--- src/rtl/fpga_receiver_if.sv ---
// Inter-board serial link between the remote transmitter and the local
// receiver, plus the parallel result handed to local consumer logic.
// master: remote transmitter / consumer side. slave: fpga_receiver.
interface fpga_receiver_if #(
    parameter int DATA_WIDTH = 8
);
    logic                  sendToOther;
    logic                  dataIn;
    logic                  finish;
    logic                  acknowledge;
    logic                  received;
    logic [DATA_WIDTH-1:0] dataOut;
    logic                  dataValid;
    logic                  error;
    logic                  busy;

    modport master (
        output sendToOther, dataIn, finish,
        input  acknowledge, received, dataOut, dataValid, error, busy
    );

    modport slave (
        input  sendToOther, dataIn, finish,
        output acknowledge, received, dataOut, dataValid, error, busy
    );
endinterface

--- src/rtl/fpga_receiver.sv ---
// Receiving end of the FPGA-to-FPGA byte link. Acknowledges a request,
// shifts in DATA_WIDTH bits MSB-first, waits for the finish strobe and
// publishes the byte with a one-cycle dataValid pulse. Aborted, stalled or
// prematurely finished transfers produce a one-cycle error pulse instead.
module fpga_receiver #(
    parameter int DATA_WIDTH  = 8,   // bits per transfer, must be >= 2
    parameter int FIN_TIMEOUT = 16   // WAIT_FIN cycles before abort, 1..255
) (
    input logic           clk,
    input logic           reset,     // asynchronous, active-low
    fpga_receiver_if.slave link
);

    localparam int CNT_W = $clog2(DATA_WIDTH);
    localparam int TMO_W = 8;

    typedef enum logic [2:0] {
        IDLE,
        ACK,
        RECV,
        WAIT_FIN,
        DONE
    } state_e;

    state_e                state_q, state_d;
    logic [DATA_WIDTH-1:0] shreg_q, shreg_d;
    logic [CNT_W-1:0]      bit_cnt_q, bit_cnt_d;
    logic [TMO_W-1:0]      tmo_cnt_q, tmo_cnt_d;
    logic [DATA_WIDTH-1:0] data_out_q, data_out_d;
    logic                  valid_q, valid_d;
    logic                  error_q, error_d;
    // Previous sampled request level: a new transfer starts only on a
    // low-to-high request, so a request left high after an abort or a
    // timeout cannot re-trigger the receiver.
    logic                  send_prev_q;

    // Early finish and a dropped request are the same abort condition.
    logic abort_req;
    assign abort_req = link.finish || !link.sendToOther;

    // State and datapath registers; reset discards any partial byte.
    always_ff @(posedge clk or negedge reset) begin
        if (!reset) begin
            state_q     <= IDLE;
            shreg_q     <= '0;
            bit_cnt_q   <= '0;
            tmo_cnt_q   <= '0;
            data_out_q  <= '0;
            valid_q     <= 1'b0;
            error_q     <= 1'b0;
            send_prev_q <= 1'b0;
        end else begin
            // NOTE: non-blocking so every register sees pre-edge values.
            state_q     <= state_d;
            shreg_q     <= shreg_d;
            bit_cnt_q   <= bit_cnt_d;
            tmo_cnt_q   <= tmo_cnt_d;
            data_out_q  <= data_out_d;
            valid_q     <= valid_d;
            error_q     <= error_d;
            send_prev_q <= link.sendToOther;
        end
    end

    // Next-state and datapath updates; abort outranks finish and timeout.
    always_comb begin
        // NOTE: defaults first so no path leaves a signal unassigned (no latch).
        state_d    = state_q;
        shreg_d    = shreg_q;
        bit_cnt_d  = bit_cnt_q;
        tmo_cnt_d  = tmo_cnt_q;
        data_out_d = data_out_q;
        valid_d    = 1'b0;
        error_d    = 1'b0;

        unique case (state_q)
            IDLE: begin
                if (link.sendToOther && !send_prev_q) begin
                    state_d = ACK;
                end
            end

            ACK: begin
                bit_cnt_d = '0;
                if (abort_req) begin
                    state_d = IDLE;
                    error_d = 1'b1;
                end else begin
                    state_d = RECV;
                end
            end

            RECV: begin
                if (abort_req) begin
                    state_d = IDLE;
                    error_d = 1'b1;
                end else begin
                    shreg_d   = {shreg_q[DATA_WIDTH-2:0], link.dataIn};
                    bit_cnt_d = bit_cnt_q + 1'b1;
                    // This edge samples the last bit.
                    if (bit_cnt_q == CNT_W'(DATA_WIDTH - 1)) begin
                        state_d   = WAIT_FIN;
                        tmo_cnt_d = '0;
                    end
                end
            end

            WAIT_FIN: begin
                if (!link.sendToOther) begin
                    state_d = IDLE;
                    error_d = 1'b1;
                end else if (link.finish) begin
                    state_d    = DONE;
                    data_out_d = shreg_q;
                    valid_d    = 1'b1;
                end else if (tmo_cnt_q == TMO_W'(FIN_TIMEOUT - 1)) begin
                    // The increment on this edge would reach FIN_TIMEOUT.
                    state_d = IDLE;
                    error_d = 1'b1;
                end else begin
                    tmo_cnt_d = tmo_cnt_q + 1'b1;
                end
            end

            DONE: begin
                if (!link.sendToOther) begin
                    state_d = IDLE;
                end
            end

            default: begin
                state_d = IDLE;
            end
        endcase
    end

    assign link.acknowledge = (state_q == ACK);
    assign link.received    = (state_q == DONE);
    assign link.busy        = (state_q != IDLE);
    assign link.dataOut     = data_out_q;
    assign link.dataValid   = valid_q;
    assign link.error       = error_q;

endmodule
--- src/flat_wrapper.sv ---
// flat-port wrapper written by rule: the top's interface ports become plain ports
module fpga_receiver_flat 
#(
    parameter int DATA_WIDTH  = 8,                                     
    parameter int FIN_TIMEOUT = 16                                          
)
  (clk, reset, link_sendToOther, link_dataIn, link_finish, link_acknowledge, link_received, link_dataOut, link_dataValid, link_error, link_busy);
  fpga_receiver_if #(.DATA_WIDTH(DATA_WIDTH)) link_i ();
  input logic clk;
  input logic reset;
  input wire logic [$bits(link_i.sendToOther)-1:0] link_sendToOther;
  input wire logic [$bits(link_i.dataIn)-1:0] link_dataIn;
  input wire logic [$bits(link_i.finish)-1:0] link_finish;
  output wire logic [$bits(link_i.acknowledge)-1:0] link_acknowledge;
  output wire logic [$bits(link_i.received)-1:0] link_received;
  output wire logic [$bits(link_i.dataOut)-1:0] link_dataOut;
  output wire logic [$bits(link_i.dataValid)-1:0] link_dataValid;
  output wire logic [$bits(link_i.error)-1:0] link_error;
  output wire logic [$bits(link_i.busy)-1:0] link_busy;
  assign link_i.sendToOther = link_sendToOther;
  assign link_i.dataIn = link_dataIn;
  assign link_i.finish = link_finish;
  assign link_acknowledge = link_i.acknowledge;
  assign link_received = link_i.received;
  assign link_dataOut = link_i.dataOut;
  assign link_dataValid = link_i.dataValid;
  assign link_error = link_i.error;
  assign link_busy = link_i.busy;
  fpga_receiver #(.DATA_WIDTH(DATA_WIDTH), .FIN_TIMEOUT(FIN_TIMEOUT)) u_core (.clk(clk), .reset(reset), .link(link_i));
endmodule
--- config.mk ---
export PLATFORM = sky130hd
export DESIGN_NAME = fpga_receiver_flat
export DESIGN_NICKNAME = d
export VERILOG_FILES = /design/src/rtl/fpga_receiver_if.sv /design/src/rtl/fpga_receiver.sv /design/src/flat_wrapper.sv
export SDC_FILE = /design/constraint.sdc
export NUM_CORES = 1
export LEC_CHECK = 0
export CAP_MARGIN = 20
export CELL_PAD_IN_SITES_DETAIL_PLACEMENT = 1
export CELL_PAD_IN_SITES_GLOBAL_PLACEMENT = 1
export CORE_MARGIN = 10
export CORE_UTILIZATION = 46
export CTS_CLUSTER_DIAMETER = 120
export DETAILED_ROUTE_END_ITERATION = 10
export PLACE_DENSITY_LB_ADDON = 0.2
export SLEW_MARGIN = 20
export SYNTH_ARGS = -nofsm -noshare
export SYNTH_HDL_FRONTEND = slang
export SYNTH_SLANG_ARGS = --single-unit
--- constraint.sdc ---
create_clock -name clk -period 2.8 [get_ports clk]
set_clock_uncertainty 0.15 [all_clocks]
set_input_delay 0.28 -clock clk [delete_from_list [all_inputs] [get_ports clk]]
set_output_delay 0.28 -clock clk [all_outputs]
set_load 0.05 [all_outputs]
==> results.tsv, run 1 <==
metric	value	unit
placeable core region	3100	um2
total setup buffers inserted after CTS	0	
proportion of layout cells with a drive suffix above 1	17.4	%
vias in the first global route	1125	
FF+latch count, synth	33	
total number of placement rows	20	
total routed wire length on the met1 layer	1460	um
H-tree level count	2	
final clock period utilization by the worst path	87.7	%
share of synthesized flip-flops with an asynchronous set or reset	100	%
number of CTS-inserted buffers	5	
top fanout value on the critical path	12	
setup slack, reg-to-reg	0.76	ns
highest routed layer	met4	
Sum Neg Setup Slack	0	ns
Worst-Margin Slew	0.525	ns
required time at the endpoint of the critical path	2.37	ns
status	finished, final reports clean	
leakage	0.826	nW
DP HPWL	2280	um
area of the die	5960	um2
ranking of synthesized cells by area	sky130_fd_sc_hd__dfrtp_1 (55%), sky130_fd_sc_hd__mux2_2 (12%), sky130_fd_sc_hd__ha_1 (2.5%), sky130_fd_sc_hd__nand2_1 (2.5%), sky130_fd_sc_hd__a21oi_1 (2.3%)	
worst reg2reg endpoint	u_core.link.dataOut[1]	
Final WS setup	0.344	ns
routed wire length per instance	16.3	um
ordered list of cells on the worst path	nand3_1, inv_1, clkdlybuf4s50_1	
power density cells	493	nW/um2
global-route usage over all layers	11.4	%
flip-flop cell with the highest count after synthesis	sky130_fd_sc_hd__dfrtp_1	
cell at the root of the clock tree	sky130_fd_sc_hd__clkbuf_4	
CP startpoint kind	flop	
worst slack at placement	0.706	ns
Max-Cap Viols	0	
setup repair after global routing missed its margin	no	
worst IR drop on VDD	0.285	mV
number of nets in the synthesized netlist	140	
sequential share of the synthesized area	54.9	%
clock tree from TritonCTS	yes	
distinct cell type count of the synthesized netlist	33	
gate count after technology mapping	132	
CTS resizes	0	
number of endpoints failing setup at the final stage	0	
initial core utilization	48.5	%
number of hold violations in the final report	0	
DR vias	1064	
crit-path max cell delay	0.80	ns
post-route cell area	1750	um2
EDFF count, synth	0	
global placer's final weighted congestion	0.810	
headroom to the max-slew limit	64.9	%
Vias/cell	5.51	
met2 WL	1490	um
final net count	157	
launch point of the worst reg-to-reg path	u_core.state_q[0]	
antenna violations before repair	0	
leftover overflow at the end of global routing	0	
worst-path cell with the longest stage delay	sky130_fd_sc_hd__clkdlybuf4s50_1	
type of element capturing the critical path	output pin	
path category of the worst min-delay check	in -> async	
buffer depth of the longest clock path	2	
Antenna Nets Post-Route	0	
IO Port Bufs	17	
fraction of post-synthesis cell area in the top cell type by area	54.9	%
max-slew violations	0	
vertical die dimension	77.2	um
die boundary width	77.2	um
signed area change from the synthesized netlist to the final layout	16.1	%
synthesized area	1500	um2
commonest cells after routing, fill and taps aside	sky130_fd_sc_hd__dfrtp_1 (33), sky130_fd_sc_hd__clkdlybuf4s50_1 (17), sky130_fd_sc_hd__mux2_2 (16), sky130_fd_sc_hd__nand2_1 (10)	
type of the worst setup path	reg -> out	
number of cells on the worst reg-to-reg path	4	
Total Routed Length	3150	um
sinks on the clock net	33	
number of buffers inserted for hold repair after clock tree synthesis	0	
clock slew seen by the registers of the worst setup and hold paths	0.10	ns
final total power	0.861	mW
post-detailed-placement cell area	1690	um2
f_max	0.407	GHz
maximum number of pins on one net before global-route repair	34	
number of design-rule violations left by the first detailed-router iteration	82	
DR DRC count	0	
arrival time at the worst endpoint	2.03	ns
Worst-Skew Late Latency	0.33	ns
most frequent standard cell in the layout excluding fill and tap cells	sky130_fd_sc_hd__dfrtp_1	
first-pass detailed-route iteration total	4	
io pins	18	
total inserted antenna cells	0	
top cell type by total area after synthesis	sky130_fd_sc_hd__dfrtp_1	
number of warnings issued by yosys	0	
final-layout worst hold slack	0.197	ns
first-pass GRT wire length	5580	um
met3 wire length	180	um
synthesized area per cell	11.4	um2
post-layout min period	2.46	ns
## how the worst max path moves through the flow
| stage | startpoint | end | slack [ns] | cells after the start |
|---|---|---|---|---|
| after floorplan | u_core.state_q[0] | u_core.state_q[2] | 0.67 | 3 |
| after global placement | u_core.state_q[2] | link_received | 0.74 | 3 |
| after detailed placement | u_core.state_q[0] | link_acknowledge | 0.71 | 3 |
| after CTS | u_core.state_q[2] | link_received | 0.35 | 3 |
| after global routing | u_core.state_q[2] | link_received | 0.23 | 3 |
| final | u_core.state_q[0] | link_acknowledge | 0.34 | 3 |
## cell families after synthesis
| family | count (synthesis) | share of synthesized area, % |
|---|---|---|
| AND/OR/NAND/NOR | 37 | 13.1 |
| flip-flops | 33 | 54.9 |
| AO/OA/AOI/OAI | 27 | 11.3 |
| multiplexers | 18 | 13.3 |
| buffers and inverters | 13 | 4.24 |
| adder cells (fa/ha/maj) | 3 | 2.50 |
| XOR/XNOR | 1 | 0.582 |
## per-layer routing
layer  vias to the layer above  track usage, %
met5                         -               0
met4                         0            3.28
met3                         2            5.13
met2                        16            17.1
met1                       539            14.3
li1                        507               -
## report_power, final
group          internal, mW  leakage [nW]  switching, mW  total [mW]
combinational        0.0311         0.348         0.0477      0.0788
sequential            0.492         0.446         0.0160       0.508
clock                 0.118        0.0314          0.156       0.274
total                 0.642         0.826          0.219       0.861
## sequential cells by signal, summed over array words and instances, names as in the netlist
| name | count |
|---|---|
| u_core.link.dataOut | 8 |
| u_core.bit_cnt_q | 3 |
| u_core.shreg_q | 8 |
| u_core.link.error | 1 |
| u_core.state_q | 3 |
| u_core.send_prev_q | 1 |
| u_core.link.dataValid | 1 |
| u_core.tmo_cnt_q | 8 |
## critical path: cells and delay by family, from the launching register on
family,cells,cell delay (ns)
buf+inv,2,0.89
flops,1,0.59
simple gates,1,0.21
## stage by stage
step	util [%]	std cells
final	56.3	193
after global routing	56.3	193
after CTS	56.3	193
after detailed placement	54.5	186
after global placement	54.5	186
after floorplan	-	132
## synth_stat cells (3+ instances only)
cell type,number
sky130_fd_sc_hd__nand3_1,4
sky130_fd_sc_hd__o21ai_1,3
sky130_fd_sc_hd__clkbuf_1,3
sky130_fd_sc_hd__ha_1,3
sky130_fd_sc_hd__mux2_2,16
sky130_fd_sc_hd__o21ai_0,5
sky130_fd_sc_hd__a21oi_1,7
sky130_fd_sc_hd__dfrtp_1,33
sky130_fd_sc_hd__and3_1,3
sky130_fd_sc_hd__buf_2,3
sky130_fd_sc_hd__inv_1,5
sky130_fd_sc_hd__nand4_1,3
sky130_fd_sc_hd__nor2_1,7
sky130_fd_sc_hd__nand2_1,10
## cell type report
cell class | instances | area, um2
Tap cell | 44 | 55.1
Sequential cell | 33 | 826
Multi-Input combinational cell | 86 | 614
Inverter | 5 | 18.8
Fill cell | 360 | 1360
Timing Repair Buffer | 18 | 178
Clock buffer | 7 | 55.1
No activity file was read; power rests on OpenSTA's default activity.
==> run 2: changes to the inputs <==
Settings changed: CORE_MARGIN 10 to 2.
==> run 2 against run 1 <==
  * Global-route usage grew 8.6 points
  * Critical path depth did not move
  * Worst setup slack better by 0.022 ns
  * Combinational power down 1%
  * Die area decreased by 37%
  * Wire length increased by 2.3%
  * Sequential power hardly changed
  * Sequential share of layout area is 0.40 points lower
  * Non-clock buffer count stayed put
  * Maximum frequency increased by 0.91%
  * Utilization up 0.95 points
  * Critical path type unchanged
  * Largest cell class unchanged
==> results.tsv, run 2 (synthesis results as in run 1) <==
metric	value	unit	change
status	finished, final reports clean		
first-pass GRT wire length	5170	um	-7.4%
top fanout value on the critical path	12		unchanged
Worst-Skew Late Latency	0.34	ns	about the same
commonest cells after routing, fill and taps aside	sky130_fd_sc_hd__dfrtp_1 (33), sky130_fd_sc_hd__clkdlybuf4s50_1 (17), sky130_fd_sc_hd__mux2_2 (16), sky130_fd_sc_hd__nand2_1 (10)		
placeable core region	3080	um2	-0.81%
H-tree level count	2		unchanged
Worst-Margin Slew	0.545	ns	+0.0201 ns
sinks on the clock net	33		unchanged
number of endpoints failing setup at the final stage	0		unchanged
Vias/cell	5.48		-0.61%
most frequent standard cell in the layout excluding fill and tap cells	sky130_fd_sc_hd__dfrtp_1		
CP startpoint kind	flop		
vias in the first global route	1038		-7.7%
CTS resizes	0		unchanged
IO Port Bufs	17		unchanged
maximum number of pins on one net before global-route repair	34		unchanged
number of buffers inserted for hold repair after clock tree synthesis	0		unchanged
Antenna Nets Post-Route	0		unchanged
final clock period utilization by the worst path	86.9	%	-0.79 points
headroom to the max-slew limit	63.5	%	-1.4 points
max-slew violations	0		unchanged
setup repair after global routing missed its margin	no		
initial core utilization	48.9	%	+0.39 points
clock slew seen by the registers of the worst setup and hold paths	0.11	ns	about the same
worst IR drop on VDD	0.377	mV	+32%
area of the multi-input gates	614	um2	unchanged
buffer depth of the longest clock path	2		unchanged
number of design-rule violations left by the first detailed-router iteration	52		-37%
global-route usage over all layers	20.0	%	+8.6 points
total number of placement rows	20		unchanged
worst-path cell with the longest stage delay	sky130_fd_sc_hd__clkdlybuf4s50_1		
die boundary width	61.2	um	-21%
Seq. cell area	826	um2	unchanged
path category of the worst min-delay check	in -> async		
proportion of layout cells with a drive suffix above 1	18.7	%	+1.2 points
leakage	0.835	nW	+1.2%
Util after Layout	57.2	%	+0.95 points
fill cell count	337		-6.4%
final net count	157		unchanged
area of the die	3740	um2	-37%
DR DRC count	0		unchanged
power density cells	509	nW/um2	+3.1%
final-layout worst hold slack	0.179	ns	-0.0178 ns
io pins	18		unchanged
ordered list of cells on the worst path	nand3_1, inv_1, clkdlybuf4s50_1		
DR vias	1063		-0.094%
f_max	0.411	GHz	+0.91%
post-layout min period	2.43	ns	-0.0221 ns
type of element capturing the critical path	output pin		
total setup buffers inserted after CTS	0		unchanged
clock tree from TritonCTS	yes		
required time at the endpoint of the critical path	2.37	ns	about the same
number of hold violations in the final report	0		unchanged
routed wire length per instance	16.6	um	+1.8%
Sum Neg Setup Slack	0	ns	unchanged
first-pass detailed-route iteration total	4		unchanged
signed area change from the synthesized netlist to the final layout	17.1	%	
leftover overflow at the end of global routing	0		unchanged
vertical die dimension	61.2	um	-21%
number of CTS-inserted buffers	5		unchanged
type of the worst setup path	reg -> out		
Total Routed Length	3220	um	+2.3%
cell at the root of the clock tree	sky130_fd_sc_hd__clkbuf_4		
antenna violations before repair	0		unchanged
Max-Cap Viols	0		unchanged
arrival time at the worst endpoint	2.00	ns	-0.03 ns
crit-path max cell delay	0.80	ns	about the same
DP HPWL	2300	um	+0.95%
global placer's final weighted congestion	0.850		+5.0%
total inserted antenna cells	0		unchanged
## run 2: stage by stage
| stage | std cells | setup slack [ns] | total power [mW] | area, um2 |
|---|---|---|---|---|
| after floorplan | 132 | 0.673 | 0.560 | 1500 |
| after global placement | 186 | 0.751 | 0.593 | 1690 |
| after detailed placement | 186 | 0.613 | 0.596 | 1690 |
| after CTS | 194 | 0.357 | 0.906 | 1760 |
| after global routing | 194 | 0.212 | 0.938 | 1760 |
| final | 194 | 0.366 | 0.896 | 1760 |
## run 2: path summary, 6_finish.rpt
check	depth (start not counted)	to	start	slack (ns)
setup / recovery	3	link_acknowledge	u_core.state_q[0]	0.37
hold / removal	2	u_core.tmo_cnt_q[7]	reset	0.18
setup reg to reg	4	u_core.link.dataOut[2]	u_core.state_q[0]	0.74
hold reg to reg	1	u_core.bit_cnt_q[0]	u_core.bit_cnt_q[0]	0.35
max in group asynchronous	2	u_core.link.dataOut[6]	reset	2.02
min in group clk	1	u_core.bit_cnt_q[0]	u_core.bit_cnt_q[0]	0.35
## run 2: report_power, final
group	internal, mW	leakage, nW	switching, mW
clock	0.145	0.0413	0.165
combinational	0.0310	0.348	0.0467
sequential	0.492	0.446	0.0157
## run 2: layout make-up
type | instances | area share [%]
clock buffer | 7 | 3.69
clock inverter | 1 | 0.284
inverter | 5 | 1.07
multi-input combinational | 86 | 34.9
sequential | 33 | 46.9
tap | 44 | 3.12
timing repair buffer | 18 | 10.1
## run 2: worst max-delay path, delay by kind of cell (launching register included)
| family | cells | cell delay [ns] |
|---|---|---|
| DFF | 1 | 0.59 |
| buffers and inverters | 2 | 0.88 |
| and+or+nand+nor | 1 | 0.19 |
## run 2: metal layers
layer,global-route usage (%),vias up,wire length [um]
met5,0,-,0
met4,9.32,0,45
met3,6.30,4,155
met2,32.1,24,1660
met1,24.6,526,1370
li1,-,509,-
==> run 3: changes to the inputs <==
Settings changed: CTS_CLUSTER_SIZE from default to 40.
==> results of run 3 <==
Same layout as run 2: the final DEF is identical, and so are final timing and power.
